`config.mk`:
```
export PLATFORM = sky130hd
export DESIGN_NAME = mem_sram_controller
export DESIGN_NICKNAME = d
export VERILOG_FILES = /design/src/rtl/arm_mem_pkg.sv /design/src/rtl/sram_phase_counter.sv /design/src/rtl/mem_sram_controller.sv
export SDC_FILE = /design/constraint.sdc
export NUM_CORES = 1
export LEC_CHECK = 0
export ABC_AREA = 1
export CAP_MARGIN = 25
export CELL_PAD_IN_SITES_DETAIL_PLACEMENT = 0
export CELL_PAD_IN_SITES_GLOBAL_PLACEMENT = 1
export CORE_MARGIN = 5
export CORE_UTILIZATION = 29
export CTS_CLUSTER_DIAMETER = 120
export DETAILED_ROUTE_END_ITERATION = 12
export MAX_ROUTING_LAYER = met4
export PLACE_DENSITY_LB_ADDON = 0.1
export SLEW_MARGIN = 30
export SYNTH_ARGS = -nofsm -noshare
export SYNTH_HDL_FRONTEND = slang
export SYNTH_SLANG_ARGS = --single-unit
```
`constraint.sdc`:
```
create_clock -name clk -period 2.1 [get_ports clk]
set_clock_uncertainty 0.2 [all_clocks]
set_input_delay 0.315 -clock clk [delete_from_list [all_inputs] [get_ports clk]]
set_output_delay 0.315 -clock clk [all_outputs]
set_load 0.1 [all_outputs]
```
`src/rtl/arm_mem_pkg.sv`:
```
// Shared types and address helpers for the MEM-stage SRAM controller.
package arm_mem_pkg;

    typedef enum logic [1:0] {
        IDLE,
        LOW,
        HIGH,
        DONE
    } sram_state_t;

    localparam logic [31:0] BASE_ADDR_DEFAULT = 32'd1024;

    // 32-bit word index relative to the SRAM window; wraps modulo 2^32.
    function automatic logic [31:0] sram_word(input logic [31:0] byte_addr,
                                              input logic [31:0] base);
        return (byte_addr - base) >> 2;
    endfunction

endpackage

```
`src/rtl/sram_phase_counter.sv`:
```
// Counts clocks within one SRAM half-access; tc marks the last clock of the phase.
module sram_phase_counter #(
    parameter int CYCLES = 2
) (
    input  logic clk,
    input  logic rst,
    input  logic clear,
    input  logic enable,
    output logic tc
);

    localparam int CW = (CYCLES > 1) ? $clog2(CYCLES) : 1;

    logic [CW-1:0] count;

    // NOTE: sequential state uses non-blocking assignments so every register
    // samples the pre-edge values, independent of block ordering.
    always_ff @(posedge clk) begin
        if (rst || clear) begin
            count <= '0;
        end else if (enable) begin
            count <= count + CW'(1);
        end
    end

    assign tc = enable && (count == CW'(CYCLES - 1));

endmodule

```
`src/rtl/mem_sram_controller.sv`:
```
// MEM-stage controller: one 32-bit load/store as two 16-bit SRAM accesses, low half first.
module mem_sram_controller
    import arm_mem_pkg::*;
#(
    parameter logic [31:0] BASE_ADDR     = BASE_ADDR_DEFAULT,
    parameter int          ACCESS_CYCLES = 2,
    parameter int          SRAM_AW       = 18
) (
    input  logic               clk,
    input  logic               rst,
    input  logic               MEM_R_EN,
    input  logic               MEM_W_EN,
    input  logic [31:0]        ALU_result,
    input  logic [31:0]        ST_val,
    output logic [31:0]        readdata,
    output logic               ready,
    output logic [SRAM_AW-1:0] sram_addr,
    output logic [15:0]        sram_dq_out,
    output logic               sram_dq_oe,
    input  logic [15:0]        sram_dq_in,
    output logic               sram_we_n
);

    sram_state_t        state;
    sram_state_t        next_state;
    logic [SRAM_AW-2:0] cap_word;
    logic [31:0]        cap_data;
    logic               cap_load;
    logic               request;
    logic               active;
    logic               phase_done;

    assign request = MEM_R_EN || MEM_W_EN;
    assign active  = (state == LOW) || (state == HIGH);

    sram_phase_counter #(
        .CYCLES (ACCESS_CYCLES)
    ) u_phase_counter (
        .clk    (clk),
        .rst    (rst),
        .clear  (phase_done),
        .enable (active),
        .tc     (phase_done)
    );

    always_ff @(posedge clk) begin
        if (rst) begin
            state <= IDLE;
        end else begin
            state <= next_state;
        end
    end

    // NOTE: every variable driven here gets a default first, so no path
    // through the case can leave it unassigned and infer a latch.
    always_comb begin
        next_state = state;
        case (state)
            IDLE:    if (request) next_state = LOW;
            LOW:     if (phase_done) next_state = HIGH;
            HIGH:    if (phase_done) next_state = DONE;
            DONE:    next_state = IDLE;
            default: next_state = IDLE;
        endcase
    end

    always_comb begin
        ready       = 1'b0;
        sram_addr   = '0;
        sram_dq_out = '0;
        sram_dq_oe  = 1'b0;
        sram_we_n   = 1'b1;
        case (state)
            IDLE: ready = !request;
            LOW: begin
                sram_addr = {cap_word, 1'b0};
                if (!cap_load) begin
                    sram_we_n   = 1'b0;
                    sram_dq_oe  = 1'b1;
                    sram_dq_out = cap_data[15:0];
                end
            end
            HIGH: begin
                sram_addr = {cap_word, 1'b1};
                if (!cap_load) begin
                    sram_we_n   = 1'b0;
                    sram_dq_oe  = 1'b1;
                    sram_dq_out = cap_data[31:16];
                end
            end
            DONE:    ready = 1'b1;
            default: ready = 1'b0;
        endcase
    end

    // The pipeline holds its request until ready, but the captured copy keeps
    // the SRAM bus stable even if the EXE register is flushed mid-access.
    always_ff @(posedge clk) begin
        if (rst) begin
            cap_word <= '0;
            cap_data <= '0;
            cap_load <= 1'b1;
        end else if (state == IDLE && request) begin
            cap_word <= (SRAM_AW-1)'(sram_word(ALU_result, BASE_ADDR));
            cap_data <= ST_val;
            cap_load <= MEM_R_EN;
        end
    end

    always_ff @(posedge clk) begin
        if (rst) begin
            readdata <= '0;
        end else if (cap_load && phase_done) begin
            if (state == LOW) begin
                readdata[15:0] <= sram_dq_in;
            end else if (state == HIGH) begin
                readdata[31:16] <= sram_dq_in;
            end
        end
    end

endmodule

```
# After elaboration in Yosys (flattened, before gate mapping)
# Index checks and enable logic that the tools add are counted.
[classes]
n_addsub = 2
eq_ne = 6
n_mux = 13
bitwise_logic = 1
n_reduce_logical = 12
[ops]
columns = ["operator", "count"]
rows = [
  ["one-hot mux 18 bit (2 select lines)", 1],
  ["two-way mux 16 bit", 2],
  ["one-hot mux 16 bit (2 select lines)", 1],
  ["subtractor 19 x 11 -> 19 bit, second input constant", 1],
  ["one-hot mux 2 bit (4 select lines)", 1],
  ["two-way mux 2 bit", 3],
  ["inequality test 2 bit, second input constant", 3],
  ["AND reduction 3 bit", 2],
  ["equality test 2 bit, second input constant", 2],
  ["two-way mux 1 bit", 4],
  ["logical AND 1 bit", 3],
  ["logical OR 1 bit", 3],
  ["equality test 2 x 1 -> 1 bit, second input constant", 1],
  ["zero test 2 bit", 1],
  ["one-hot mux 1 bit (2 select lines)", 1],
  ["AND reduction 2 bit", 1],
  ["OR reduction 2 bit", 1],
  ["adder 1 bit, second input constant", 1],
  ["zero test 1 bit", 1],
  ["NOT 1 bit", 1],
]
[word_totals]
register_bits = 85
in_bits = 84
wordCells = 41

# Logic depth before layout (Yosys ltp)
[logic_depth]
depth_word = 5
mapped_depth = 9
mapped_depth_nobuf = 8

# Hierarchy
# A second synthesis with hierarchy kept.
[unflattened]
cells_unflattened = 509
hier_area_um2 = 3768.6
[by_module_without_submodules]
columns = ["module", "n_inst", "cells_each", "area_each_um2", "seq_area_each_um2"]
rows = [
  ["mem_sram_controller", 1, 502, 3723.6, 1681.6],
  ["sram_phase_counter", 1, 7, 45.0, 20.0],
]

# Least setup slack after synthesis
# OpenSTA, ideal clock, no wires.
[synth_timing]
kind = "register to output"
start = "register state[1]"
end = "output port sram_dq_out[0]"
arrival_time_ns = 4.319
setup_slack_ns = -2.734
path_stages_with_launch = 8
path_cell_list = "dfxtp_1 inv_1 ha_1 inv_1 nor2_1 inv_2 buf_2 a21oi_1"
[synth_via]
elab_chain_cells = 2
[synth_lines]
columns = ["item", "line", "text"]
rows = [
  ["start: declaration", "mem_sram_controller.sv:24", "sram_state_t state;"],
  ["start signal: assignment", "mem_sram_controller.sv:50", "state <= next_state;"],
  ["equality test 2 bit or equality test 2 x 1 -> 1 bit (tied branches)", "mem_sram_controller.sv:73", "case (state)"],
  ["one-hot mux 16 bit (2 select lines) *", "mem_sram_controller.sv:73", ""],
  ["end: declaration", "mem_sram_controller.sv:18", "output logic [15:0] sram_dq_out,"],
]
# Mark *: on every way between the ends. The rest lies on a longest branch, timed or not.

# Final worst setup path
[layout_timing]
start = "register state[1]"
end = "output port sram_dq_out[12]"
# The elaborated chain is that of the path after synthesis.

==> flow_summary.toml <==
[run_status]
status = "finished, violations left"
violations = "negative setup slack"

[finish]
fin_area_sq_mm = 0.006292
most-common-layout-cells = "141 x nor2_1, 83 x dfxtp_1, 68 x clkdlybuf4s50_1"
nets = 737
antenna_cells = 0
syn_to_final_growth_pct = 74.07
layout_commonest_cell = "nor2_1"
fill_cells = 1149
drive_above_1_share = 0.2439

[detailed_routing]
drt_iter0_drc = 177
drc = 0
ant_nets = 0
drt-vias-per-instance = 4.470
dr.pass1.iters = 5
num_vias = 3665
wirelength_microns = 11190
detail_route.wl_per_cell_microns = 13.65

[timing]
clock.fmax_ghz = 0.4461
tightest_slew_ns = 0.2837
fin_crit_sh = 1.068
period_minus_slack_ns = 2.242
final-hold-violation-count = 0
drv_slew = 0
setup-violations-final = 35
rsz0062_at_grt = "yes"
setup_slack_ns = -0.1419
slew_headroom = 0.8124

[critical_path]
r2r-end = "readdata[3]"
crit_required_ns = 1.58
r2r_slack_ns = 0.16
r2r_cells = 9
r2r_start = "state[1]"
crit_top_cell = "buf_12"
path_buf_inv = 5
worstSetupEndpointType = "output pin"
slowest_stage = "dfxtp_2"
cp-start-kind = "flip-flop"
worstPathArrival_ns = 1.73
cpPeakStageDelay_ns = 0.35
critPathTopFamily = "buffers and inverters"
path_cells = "inv_2 -> ha_4 -> inv_4 -> nor2_4 -> buf_12 -> inv_12 -> a21oi_4 -> buf_12"
path_class = "reg2out"
worstPathMaxFanout = 9

[job]
drv_cap = 0

[power]
p_leak_nw = 2.464
ir_drop_v = 0.0006092
power_density_mw_per_mm2 = 1221

[placement]
post-dp-hpwl_microns = 7629
post_dp_cell_area_sq_mm = 0.005625
port_buffers = 137
pre_cts_ws_ns = -0.1093
gp_congestion = 0.7611

[worst_hold_path]
worstHoldPathCells = 2
hold_class = "reg2reg"
whs_endpoint = "readdata[16]"
min_from = "readdata[16]"

[clocking]
ctsHoldBuffers = 0
cts_buffers = 9
cts.sinks = 85
clockRootBuffer = "clkbuf_16"
htree_levels = 3
clk_pin_slew_ns = 0.06
cts_tree = "yes"
cts_buffer_depth = 2
clk-insertion-delay-late_ns = 0.33

[global_routing]
antenna_found_initial = 0
grt-ovfl-total = 0
grt_pass1_wl_microns = 18060
grt_max_degree = 58
grt_pass1_vias = 3685
grt.total_usage = 0.1565

[synthesis]
ys_seq_area_frac = 0.4708
synth_edf_count = 0
synth_nets = 595
synth_flop_cell = "dfxtp_1"
ys_ff_latch = 85
synth_cells = 505
async_flop_share = 0
netlist-cell-type-count = 24
yosys_warnings = 0
synth_area_sq_mm = 0.003615
avgSynthCellArea_sq_um = 7.158

[floorplanning]
start_util = 0.2985
coreArea_sq_mm = 0.01211
die_area_sq_mm = 0.01480
die_w_microns = 121.6
io_pins = 153
die_y_microns = 121.6
core.rowCount = 40
## worst min-delay path: stages (launching register included)
cell	delay, ns
dfxtp_1	0.32
nor2_1	0.05
nor2_1	0.08
## synthesized netlist by cell type (2+ instances only)
library cell	n	share of area
inv_6	2	0.0048
ha_1	6	0.021
o21ai_2	2	0.0048
o21ai_0	58	0.080
nand3_1	7	0.0097
clkbuf_1	11	0.011
nand2_1	53	0.055
buf_2	9	0.012
nor2_1	159	0.17
o21ai_1	25	0.035
dfxtp_1	85	0.47
buf_12	2	0.011
nand2_4	2	0.0062
inv_2	2	0.0021
buf_6	2	0.0062
inv_1	36	0.037
a21oi_1	37	0.051
## kinds of logic (layout without fill, tap and decap cells)
| group | Yosys count | count (layout) | share of synthesized area |
|---|---|---|---|
| simple gates | 223 | 223 | 0.2409 |
| compound gates | 122 | 122 | 0.1710 |
| buf+inv | 67 | 214 | 0.09173 |
| flops | 85 | 85 | 0.4708 |
| fa+ha+maj | 6 | 6 | 0.02077 |
| xor+xnor | 2 | 2 | 0.004847 |
## worst max path at each step
| stage | end | cells after the start | startpoint |
|---|---|---|---|
| finish | sram_dq_out[12] | 8 | state[1] |
| global route | sram_dq_out[10] | 8 | state[1] |
| CTS | sram_dq_out[10] | 8 | state[0] |
| detailed placement | sram_addr[1] | 5 | state[1] |
| global placement | sram_addr[12] | 5 | state[1] |
| floorplan | sram_dq_out[0] | 7 | state[1] |
## per-stage QoR
stage                     cells  hold WS [ns]  power, mW  TNS (ns)  utilization
after floorplan             505        0.2199      4.504    -19.41            -
after global placement      790        0.2395      5.415   -0.2367       0.4645
after detailed placement    790        0.2474      5.461    -1.502       0.4645
after CTS                   817        0.2720      7.631    -3.652       0.5139
after global routing        820        0.2966      8.119    -6.235       0.5195
final                       820        0.2829      7.684    -4.080       0.5195
## routing by layer
layer	share of wire	track usage	up-vias	routed length, microns
li1	-	-	1879	-
met1	0.46	0.1968	1677	5175
met2	0.47	0.2528	98	5241
met3	0.054	0.03482	11	608
met4	0.015	0.04622	0	165
met5	0	-	-	0
## flip-flops by register name, summed over array words and instances, names as in the netlist
signal and count:
u_phase_counter.count 1, readdata 32, cap_data 32, cap_word 17, cap_load 1, state 2
## report_power, final
part | internal [mW] | switching (mW) | leakage, nW
Clock | 1.10 | 0.614 | 0.163
Sequential | 2.02 | 0.187 | 0.700
Combinational | 1.31 | 2.45 | 1.60
Total | 4.43 | 3.25 | 2.46
## what timing repair did
item	4_1_cts	5_1_grt
pin swaps	4	3
buffers inserted	9	3
resized for setup	42	8
gates cloned	2	0
setup endpoints to repair	34	35
## area by class of cell
type	instances	area, sq um	area share
Multi-Input combinational cell	353	1941	0.3084
Timing Repair Buffer	157	1919	0.3050
Sequential cell	85	1707	0.2712
Clock buffer	12	256.5	0.04076
Tap cell	168	210.2	0.03341
Inverter	40	177.7	0.02824
Clock inverter	4	70.07	0.01114
Timing Repair inverter	1	11.26	0.001790
Power figures use the tool's default switching activity.
